File: src/rtl/multi_digit_code_conv.sv
// Digit-serial converter between 8,4,-2,-1 code and BCD, one digit per cycle, MSD first.
// Optional binary accumulator output bin_out is enabled by defining CODE_CONV_BINARY_EN.
module multi_digit_code_conv #(
  parameter int DIGITS = 4,
  parameter int MODE   = 0
) (
  input  logic                  clk,
  input  logic                  reset,
  input  logic                  in_valid,
  output logic                  in_ready,
  input  logic [4*DIGITS-1:0]   in_code,
  output logic                  out_valid,
  input  logic                  out_ready,
  output logic [4*DIGITS-1:0]   out_code,
  output logic [DIGITS-1:0]     out_err_mask,
  output logic                  out_err
`ifdef CODE_CONV_BINARY_EN
  ,
  output logic [4*DIGITS-1:0]   bin_out
`endif
);

  localparam int W = 4 * DIGITS;

  typedef enum logic [1:0] {IDLE, CONV, DONE} state_t;

  state_t             r_state;
  logic               r_in_ready;
  logic               r_out_valid;
  logic [W-1:0]       r_in_code;
  logic [W-1:0]       r_out_code;
  logic [DIGITS-1:0]  r_err_mask;
  logic               r_err;
  logic [2:0]         r_idx;

  logic [3:0]         w_dig;
  logic [3:0]         w_res;
  logic [3:0]         w_val;
  logic               w_ill;
  logic               w_accept;

  // Returns {illegal, result}; the same table is read in either direction depending on MODE.
  function automatic logic [4:0] conv_digit(input logic [3:0] d);
    logic [4:0] r;
    r = 5'h10;
    if (MODE == 0) begin
      case (d)
        4'b0000: r = 5'h00;
        4'b0111: r = 5'h01;
        4'b0110: r = 5'h02;
        4'b0101: r = 5'h03;
        4'b0100: r = 5'h04;
        4'b1011: r = 5'h05;
        4'b1010: r = 5'h06;
        4'b1001: r = 5'h07;
        4'b1000: r = 5'h08;
        4'b1111: r = 5'h09;
        default: r = 5'h10;
      endcase
    end else begin
      case (d)
        4'd0:    r = 5'b0_0000;
        4'd1:    r = 5'b0_0111;
        4'd2:    r = 5'b0_0110;
        4'd3:    r = 5'b0_0101;
        4'd4:    r = 5'b0_0100;
        4'd5:    r = 5'b0_1011;
        4'd6:    r = 5'b0_1010;
        4'd7:    r = 5'b0_1001;
        4'd8:    r = 5'b0_1000;
        4'd9:    r = 5'b0_1111;
        default: r = 5'h10;
      endcase
    end
    return r;
  endfunction

  always_comb begin
    w_dig = 4'b0000;
    for (int i = 0; i < DIGITS; i++) begin
      if (r_idx == 3'(i)) w_dig = r_in_code[i*4 +: 4];
    end
    {w_ill, w_res} = conv_digit(w_dig);
    // Decimal weight of the digit: decoded value in MODE 0, the BCD input itself in MODE 1.
    if (w_ill)          w_val = 4'b0000;
    else if (MODE == 0) w_val = w_res;
    else                w_val = w_dig;
  end

  assign w_accept = r_in_ready & in_valid;

  always_ff @(posedge clk) begin
    if (reset) begin
      r_state     <= IDLE;
      r_in_ready  <= 1'b0;
      r_out_valid <= 1'b0;
      r_in_code   <= '0;
      r_out_code  <= '0;
      r_err_mask  <= '0;
      r_err       <= 1'b0;
      r_idx       <= 3'd0;
    end else begin
      case (r_state)
        IDLE: begin
          r_in_ready <= 1'b1;
          if (w_accept) begin
            r_in_code  <= in_code;
            r_idx      <= 3'(DIGITS - 1);
            r_out_code <= '0;
            r_err_mask <= '0;
            r_err      <= 1'b0;
            r_in_ready <= 1'b0;
            r_state    <= CONV;
          end
        end
        CONV: begin
          for (int i = 0; i < DIGITS; i++) begin
            if (r_idx == 3'(i)) begin
              r_out_code[i*4 +: 4] <= w_res;
              r_err_mask[i]        <= w_ill;
            end
          end
          r_err <= r_err | w_ill;
          if (r_idx == 3'd0) begin
            r_out_valid <= 1'b1;
            r_state     <= DONE;
          end else begin
            r_idx <= r_idx - 3'd1;
          end
        end
        DONE: begin
          if (out_ready) begin
            r_out_valid <= 1'b0;
            r_in_ready  <= 1'b1;
            r_state     <= IDLE;
          end
        end
        default: r_state <= IDLE;
      endcase
    end
  end

`ifdef CODE_CONV_BINARY_EN
  logic [W-1:0] r_bin;
  logic [W-1:0] w_bin_next;

  // x*10 as (x<<3)+(x<<1); wraps at W bits.
  assign w_bin_next = (r_bin << 3) + (r_bin << 1) + W'(w_val);

  always_ff @(posedge clk) begin
    if (reset) begin
      r_bin <= '0;
    end else if (r_state == IDLE && w_accept) begin
      r_bin <= '0;
    end else if (r_state == CONV) begin
      r_bin <= w_bin_next;
    end
  end

  assign bin_out = r_bin;
`endif

  assign in_ready     = r_in_ready;
  assign out_valid    = r_out_valid;
  assign out_code     = r_out_code;
  assign out_err_mask = r_err_mask;
  assign out_err      = r_err;

endmodule

File: config.mk
export PLATFORM = sky130hd
export DESIGN_NAME = multi_digit_code_conv
export DESIGN_NICKNAME = d
export VERILOG_FILES = /design/src/rtl/multi_digit_code_conv.sv
export SDC_FILE = /design/constraint.sdc
export NUM_CORES = 1
export LEC_CHECK = 0
export CORE_MARGIN = 2
export CORE_UTILIZATION = 30
export DETAILED_ROUTE_END_ITERATION = 12
export GPL_ROUTABILITY_DRIVEN = 0
export HOLD_SLACK_MARGIN = 0.12
export SLEW_MARGIN = 20
export SYNTH_ARGS = -nofsm -noshare
export SYNTH_HDL_FRONTEND = slang
export SYNTH_SLANG_ARGS = --single-unit
export TNS_END_PERCENT = 5
File: constraint.sdc
create_clock -name clk -period 5.39 [get_ports clk]
set_input_delay 0.539 -clock clk [delete_from_list [all_inputs] [get_ports clk]]
set_output_delay 0.539 -clock clk [all_outputs]
set_load 0.01 [all_outputs]
# --- Yosys cells after proc, flatten, opt, wreduce, memory -nomap -nowiden ---
# Memories as Yosys holds them, arrays and structs flattened.
# Cells that the tools add are included.
totals:
  reg_bits: 44
  romBits: 80
  output_inout_bits: 23
  word_cells: 76
  n_memories: 1
mem_list:
  columns: ["memory", "words", "word_bits", "rd", "rd_ports_with_merged_regs", "wr", "line_no", "text"]
  rows:
  - ["(no name shown)", 16, 5, 1, 0, 0, "47", "case (d)"]
classes:
  addsub: 1
  n_eq_ne: 12
  n_mux: 31
  bitwise_logic: 2
  reduce_logical: 15
op_table:
  columns: ["cell", "n"]
  rows:
  - ["$mux 4", 9]
  - ["$pmux 16 s2", 1]
  - ["$reduce_and 3->1", 7]
  - ["$mux 16", 1]
  - ["$ne 2x2->1 const B", 7]
  - ["$mux 1", 9]
  - ["$pmux 4 s2", 1]
  - ["$eq 3x2->1 const B", 2]
  - ["$mux 2", 3]
  - ["$mux 3", 2]
  - ["$pmux 1 s2", 3]
  - ["$pmux 2 s3", 1]
  - ["$pmux 3 s2", 1]
  - ["$reduce_and 2->1", 3]
  - ["$reduce_bool 2->1", 3]
  - ["$eq 3x1->1 const B", 1]
  - ["$logic_not 3->1", 1]
  - ["$sub 3x1->3 const B", 1]
  - ["$eq 2x1->1 const B", 1]
  - ["$eq 2x2->1 const B", 1]
  - ["$logic_not 2->1", 1]
  - ["$and 1x1->1", 1]
  - ["$or 1x1->1", 1]

# --- Depth between registers and ports, before layout ---
# Gate-level depths: netlist of run 1.
# An unclocked memory read counts as a cell.
logic_depth:
  ltp_word: 8
  mapped_depth: 10
  depth_no_buf: 10

# --- Least setup slack after synthesis of run 1 ---
# Ideal clock, no wire load.
synth_timing:
  kind: "register to register"
  startpoint: "reg r_idx[1]"
  endpoint: "reg r_out_code[2], in the netlist out_code[2]"
  setup_ns: 0.074
  arrival_time_ns: 1.981
  required_time_ns: 5.316
  setup_slack_ns: 3.335
  stages_incl_launch_ff: 9
  path_buffers: 0
  synth_period_minus_slack_ns: 2.055
  path_cell_list: "dfxtp_1 -> inv_1 -> ha_1 -> and3b_2 -> o221ai_1 -> and2_1 -> ha_1 -> or3_1 -> a31oi_2"
synth_via:
  elab_chain_cells: 8
  word_cells_on_any_way: 13
  classes_between: "4 x eq/ne; 6 x mux; 2 x reduce/logical; 1 x memory"
synth_lines:
  columns: ["element", "line_no", "text"]
  rows:
  - ["start: declaration", "34", "logic [2:0] r_idx;"]
  - ["start signal: assignment", "108", "r_idx <= 3'(DIGITS - 1);"]
  - ["start signal: assignment", "128", "r_idx <= r_idx - 3'd1;"]
  - ["$logic_not 3->1", "81, 118", null]
  - ["$mux 4 (4 in series)", "81", "if (r_idx == 3'(i)) w_dig = r_in_code[i*4 +: 4];"]
  - ["$mem_v2 16x5", null, null]
  - ["$mux 4", "118", "if (r_idx == 3'(i)) begin"]
  - ["$pmux 16 s2", "103", "case (r_state)"]
  - ["end signal: indexed assignment", "119", "r_out_code[i*4 +: 4] <= w_res;"]
  - ["end: declaration", "31", "logic [W-1:0] r_out_code;"]
# Parallel ways exist; a longest one is shown, timed or not. The select of a mux whose other input is x is not followed.
# A chain may end at the register's enable or synchronous reset.

# --- Worst setup path in the final report of run 1 ---
layout_timing:
  startpoint: "reg r_idx[0]"
  endpoint: "reg r_out_code[12], in the netlist out_code[12]"
layout_via:
  elab_chain_cells: 8
  word_cells_on_any_way: 13
  classes_between: "4 x eq/ne; 6 x mux; 2 x reduce/logical; 1 x memory"
layout_lines:
  columns: ["element", "line_no"]
  rows:
  - ["$logic_not 3->1", "81"]
  - ["$mux 4 (4 in series)", "81"]
  - ["$mem_v2 16x5", null]
  - ["$mux 4", "118"]
  - ["$pmux 16 s2", "103"]
# Parallel ways exist; a longest one is shown, timed or not. The select of a mux whose other input is x is not followed.

==> results of run 1 <==
cell type report:
| class | instances | area (um^2) |
|---|---|---|
| Multi-Input combinational cell | 169 | 1040 |
| Timing Repair Buffer | 44 | 435 |
| Clock buffer | 6 | 82.6 |
| Clock inverter | 2 | 15.0 |
| Sequential cell | 44 | 881 |
| Tap cell | 77 | 96.3 |
| Inverter | 14 | 52.6 |
| Fill cell | 658 | 3820 |
cells in the final DEF (no fill, tap or decap), types with 4 or more instances in the layout:
cell,count
nand2_1,49
dfxtp_1,44
clkdlybuf4s50_1,42
a21oi_1,29
inv_1,14
nor2_1,13
mux2i_1,8
ha_1,7
nand3b_1,6
clkbuf_8,6
nor3_1,5
a22o_1,4
o31ai_1,4
report_power, final:
part           internal [W]  switching, W
clock              0.000104      0.000116
sequential         0.000342     0.0000128
combinational     0.0000684     0.0000794
total              0.000514      0.000209
synthesized netlist by cell type, types with 2 or more instances:
library cell	n
nand3b_1	6
o21ai_0	2
a22o_1	4
a21oi_1	29
inv_1	14
nor2_1	13
and2_1	3
a211oi_1	2
and3b_2	3
nor3_1	5
a21o_2	2
nor2b_1	2
dfxtp_1	44
nand2b_1	2
clkbuf_1	7
mux2i_1	8
nand2_1	49
ha_1	7
nand3_1	2
o31ai_1	4
a31oi_1	3
buf_2	4
path summary, 6_finish.rpt:
path                 startpoint  slack (ps)            end  cells after the start
hold reg to reg   r_in_code[11]         460  r_in_code[11]                      2
hold / removal    r_in_code[11]         460  r_in_code[11]                      2
setup / recovery       r_idx[0]        2940   out_code[12]                      7
setup reg to reg       r_idx[0]        2940   out_code[12]                      7
through the flow:
stage / cells / utilization (%) / instance area [um^2] / total power [W]
detailed placement: 348 / 39.0 / 2510 / 0.000510
global placement: 348 / 39.0 / 2510 / 0.000508
global route: 356 / 40.5 / 2600 / 0.000763
floorplan: 238 / - / 2020 / 0.000456
finish: 356 / 40.5 / 2600 / 0.000723
CTS: 356 / 40.5 / 2600 / 0.000728
cell families (layout without fill, tap and decap cells):
kind of cell / Yosys count / after routing
compound gates: 60 / 60
xor+xnor: 2 / 2
fa+ha+maj: 7 / 7
buf+inv: 25 / 66
flops: 44 / 44
mux: 8 / 8
simple gates: 92 / 92
sequential cells by signal, indices dropped and copies added (netlist names):
signal / count
in_ready: 1
out_code: 16
out_err: 1
out_err_mask: 4
out_valid: 1
r_idx: 3
r_in_code: 16
r_state: 2
tightest hold or removal path: stages (launching register included):
cell and delay (ps):
dfxtp_1 310, nand2_1 50, a21oi_1 50
routing by layer:
| metal | part of all wire [%] | global-route usage, % |
|---|---|---|
| met1 | 49 | 18.1 |
| met2 | 45 | 20.4 |
| met3 | 3.4 | 2.79 |
| met4 | 3.0 | 6.35 |
| met5 | 0 | 0 |
==> flow_metrics.tcl, run 1 <==
set metrics [dict create \
    diodes 0 \
    ys_ff_latch 44 \
    drive_gt1_share_pct 7.89 \
    syn-num-nets 265 \
    vdd_drop_max_mv 0.0918 \
    synthesis.instances 238 \
    slowest_stage "a311oi_1" \
    synth_top_family_by_area "simple AND/OR/NAND/NOR gates" \
    endpoint_kind "register" \
    setup_tns_ps 0 \
    grt_max_degree 30 \
    cp_top_family "compound AO/OA/AOI/OAI gates" \
    synth-edff-count 0 \
    synth_area_mm2 0.00202 \
    synthXorXnorAreaFrac_pct 0.867 \
    ys.flop_type "dfxtp_1" \
    synth_compound_area_share_pct 20.2 \
    yosysUniqueCellTypes 45 \
    yosysTopAreaCell "dfxtp_1" \
    slowest_delay_ps 560 \
    setup-violations-final 0 \
    io_pins 43 \
    post-dp-hpwl_mm 3.47 \
    avgSynthCellArea_um2 8.49 \
    cts_tree "done" \
    grt_pass1_vias 1717 \
    status "complete, no violations" \
    num_rows 29 \
    synth-simple-area-share_pct 22.2 \
    first_pass_iters 4 \
    worstSkewPairLatency_ps 300 \
    die_y_um 86.1 \
    final_nets 305 \
    core_mm2 0.00642 \
    worstPathRequired_ps 5640 \
    synth.area.top_cells "dfxtp_1, nand2_1, a21oi_1" \
    grt_pass1_wl_mm 7.98 \
    die-area_mm2 0.00741 \
    cts_buffers 5 \
    period_share_pct 45.5 \
    vias 1779 \
    finalWirelength_mm 4.74 \
    min_path_type "register to register" \
    cp-start-kind "register" \
    detail_route.wl_per_cell_um 13.3 \
    fin_skew_ps 8.86 \
    min_period_ps 2450 \
    path_max_fanout 8 \
    whs_ps 455 \
    synthMuxAreaShare_pct 3.96 \
    power_density_mw_per_mm2 278 \
    grt_use_total_pct 13.4 \
    setup_ws_ps 2940 \
    critPathKind "register to register" \
    die_w_um 86.1 \
    yosysWarnings 0 \
    synth_top_area_share_pct 43.6 \
    drv_slew 0 \
    crit_buf_inv 1 \
    drtIter0Drc 79 \
    fmax_mhz 408 \
    grt_overflow 0 \
    holdBufCountCts 0 \
    crit_arrival_ps 2700 \
    ctsResizeCount 0 \
    ant_nets 0 \
    drc 0 \
    rsz0062_at_grt "no" \
    p_leak_nw 0.988 \
    hold_violations 0 \
    clockRootBuffer "clkbuf_8" \
    async_reset_ff_share_pct 0 \
    clock_sink_count 44 \
    slew_headroom_pct 58.2 \
    antenna_found_initial 0 \
    worstMarginPinSlew_ps 623 \
    port_buffers 42 \
    clkTransAtPathRegs_ps 90 \
    syn2layout_area_growth_pct 28.9 \
    yosysSeqAreaShare_pct 43.6 \
    maxCapViolCount 0 \
    cts_max_level 2 \
    start_util_pct 31.5 \
    cts_buffer_depth 2 \
    pre_cts_ws_ps 2850 \
    crit_chain "inv_1 > ha_1 > nor3b_1 > a221oi_1 > o2bb2ai_1 > a311oi_1 > a22o_1" \
    vias_per_cell 5.00 \
    synth_adder_area_share_pct 4.33 \
    cts_setup_buffers 0 \
]
Power figures use the tool's default switching activity.
==> run 2: changes to the inputs <==
- clock period: 5.39 -> 2.3 ns (I/O delays scaled with it)
==> flow_metrics.tcl, run 2 (synthesis gave the netlist of run 1 again) <==
set metrics [dict create \
    status "complete, no violations" \
    slew_headroom_pct 57.7 \
    nFillCells 648 \
    cts_max_level 2 \
    clockRootBuffer "clkbuf_8" \
    r2r-end "out_err_mask[0]" \
    place_inst 361 \
    ff2ff_setup_slack_ps 130 \
    vdd_drop_max_mv 0.251 \
    grt_pass1_wl_mm 7.90 \
    min_period_ps 2170 \
    ctsResizeCount 2 \
    grt_pass1_vias 1744 \
    post-dp-hpwl_mm 3.51 \
    multi_input_area_mm2 0.00110 \
    grt_overflow 0 \
    hold_start "out_code[15]" \
    setup-violations-final 0 \
    worstRegToRegCells 11 \
    core_mm2 0.00642 \
    syn2layout_area_growth_pct 36.7 \
    cts_tree "done" \
    antenna_found_initial 0 \
    worstMarginPinSlew_ps 630 \
    min_to "out_code[15]" \
    port_buffers 42 \
    diodes 0 \
    clock_sink_count 44 \
    critPathKind "register to register" \
    vias_per_cell 4.78 \
    grt_max_degree 29 \
    holdBufCountCts 0 \
    swShare_pct 28.3 \
    worstSkewPairLatency_ps 300 \
    cpMostUsedCell "inv_1" \
    worstPathRequired_ps 2530 \
    drive_gt1_share_pct 15.4 \
    num_rows 29 \
    crit_chain "inv_1 > ha_4 > and3b_2 > o221ai_4 > and2_4 > inv_1 > ha_1 > nor3_1 > a41oi_1 > buf_4 > mux2i_1" \
    switchingPower_w 0.000489 \
    crit_arrival_ps 2400 \
    drc 0 \
    slowest_stage "dfxtp_2" \
    ant_nets 0 \
    p_leak_nw 1.07 \
    hold_violations 0 \
    die_w_um 86.1 \
    fmax_mhz 461 \
    clkTransAtPathRegs_ps 80 \
    drv_slew 0 \
    detail_route.wl_per_cell_um 12.8 \
    regArea_um2 886 \
    power_density_mw_per_mm2 627 \
    die_y_um 86.1 \
    cp-start-kind "register" \
    first_pass_iters 4 \
    start_util_pct 31.5 \
    pre_cts_ws_ps -47.8 \
    setup_ws_ps 133 \
    final_cell_mix "nand2_1, dfxtp_1, clkdlybuf4s50_1, a21oi_1, buf_4" \
    endpoint_kind "register" \
    finalWirelength_mm 4.71 \
    die-area_mm2 0.00741 \
    power_frac_seq_pct 48.2 \
    drtIter0Drc 101 \
    intPower_w 0.00124 \
    io_pins 43 \
    min_path_type "register to register" \
    timing.critical_path.from "r_idx[1]" \
    cts_setup_buffers 0 \
    stdcell_count 369 \
    cts_buffer_depth 2 \
    vias 1762 \
    cts_buffers 5 \
    path_max_fanout 9 \
    final_util_pct 43.0 \
    final_common_cell "nand2_1" \
    grt_use_total_pct 13.3 \
    slowest_delay_ps 350 \
    final_nets 318 \
    fin_skew_ps 5.05 \
    maxCapViolCount 0 \
    timing.rr.start "r_idx[1]" \
    period_share_pct 94.2 \
    pwr-share-clk_pct 29.3 \
    comb_power_share_pct 22.6 \
    hold_path_depth 2 \
]
==> run 2: through the flow <==
| step | TNS [ps] | hold slack (ps) | total power, W | instance area [um^2] |
|---|---|---|---|---|
| 3_3_place_gp | -161 | 446 | 0.00122 | 2600 |
| 2_1_floorplan | 0 | 366 | 0.00107 | 2020 |
| 4_1_cts | 0 | 466 | 0.00173 | 2710 |
| 6_report | 0 | 459 | 0.00173 | 2760 |
| 5_1_grt | -33.8 | 482 | 0.00183 | 2760 |
| 3_5_place_dp | -178 | 450 | 0.00122 | 2600 |
==> run 2: worst max-delay path by stage <==
stage / end / cells past startpoint
3_5_place_dp: out_err_mask[2] / 11
2_1_floorplan: out_code[2] / 8
4_1_cts: out_err_mask[2] / 11
6_report: out_err_mask[0] / 11
5_1_grt: out_err_mask[0] / 11
3_3_place_gp: out_err_mask[2] / 11
==> run 2: final cells by class <==
| class | instances | area share, % |
|---|---|---|
| Multi-Input combinational cell | 169 | 39.7 |
| Clock inverter | 2 | 0.543 |
| Clock buffer | 6 | 2.99 |
| Timing Repair Buffer | 57 | 19.3 |
| Sequential cell | 44 | 32.1 |
| Tap cell | 77 | 3.49 |
| Inverter | 14 | 1.90 |
==> run 2: power groups by stage <==
stage          Clock (W)  Combinational [W]  Sequential (W)
6_report        0.000506           0.000391        0.000834
5_1_grt         0.000550           0.000435        0.000841
4_1_cts         0.000526           0.000374        0.000831
3_5_place_dp           0           0.000370        0.000849
3_3_place_gp           0           0.000368        0.000848
2_1_floorplan          0           0.000221        0.000848
==> run 2: critical path, delay by kind of cell (launching register included) <==
kind                       cells  cell delay (ps)
and+or+nand+nor                3              620
adders and majority gates      2              370
muxes                          1              110
buffers and inverters          3              360
AOI/OAI and AO/OA              2              280
DFF                            1              350
==> run 2: routing by layer <==
layer  share of wire [%]  GRT usage [%]
met1                  49           17.9
met2                  45           21.4
met3                 4.1           3.08
met4                 1.2           3.46
met5                   0              0
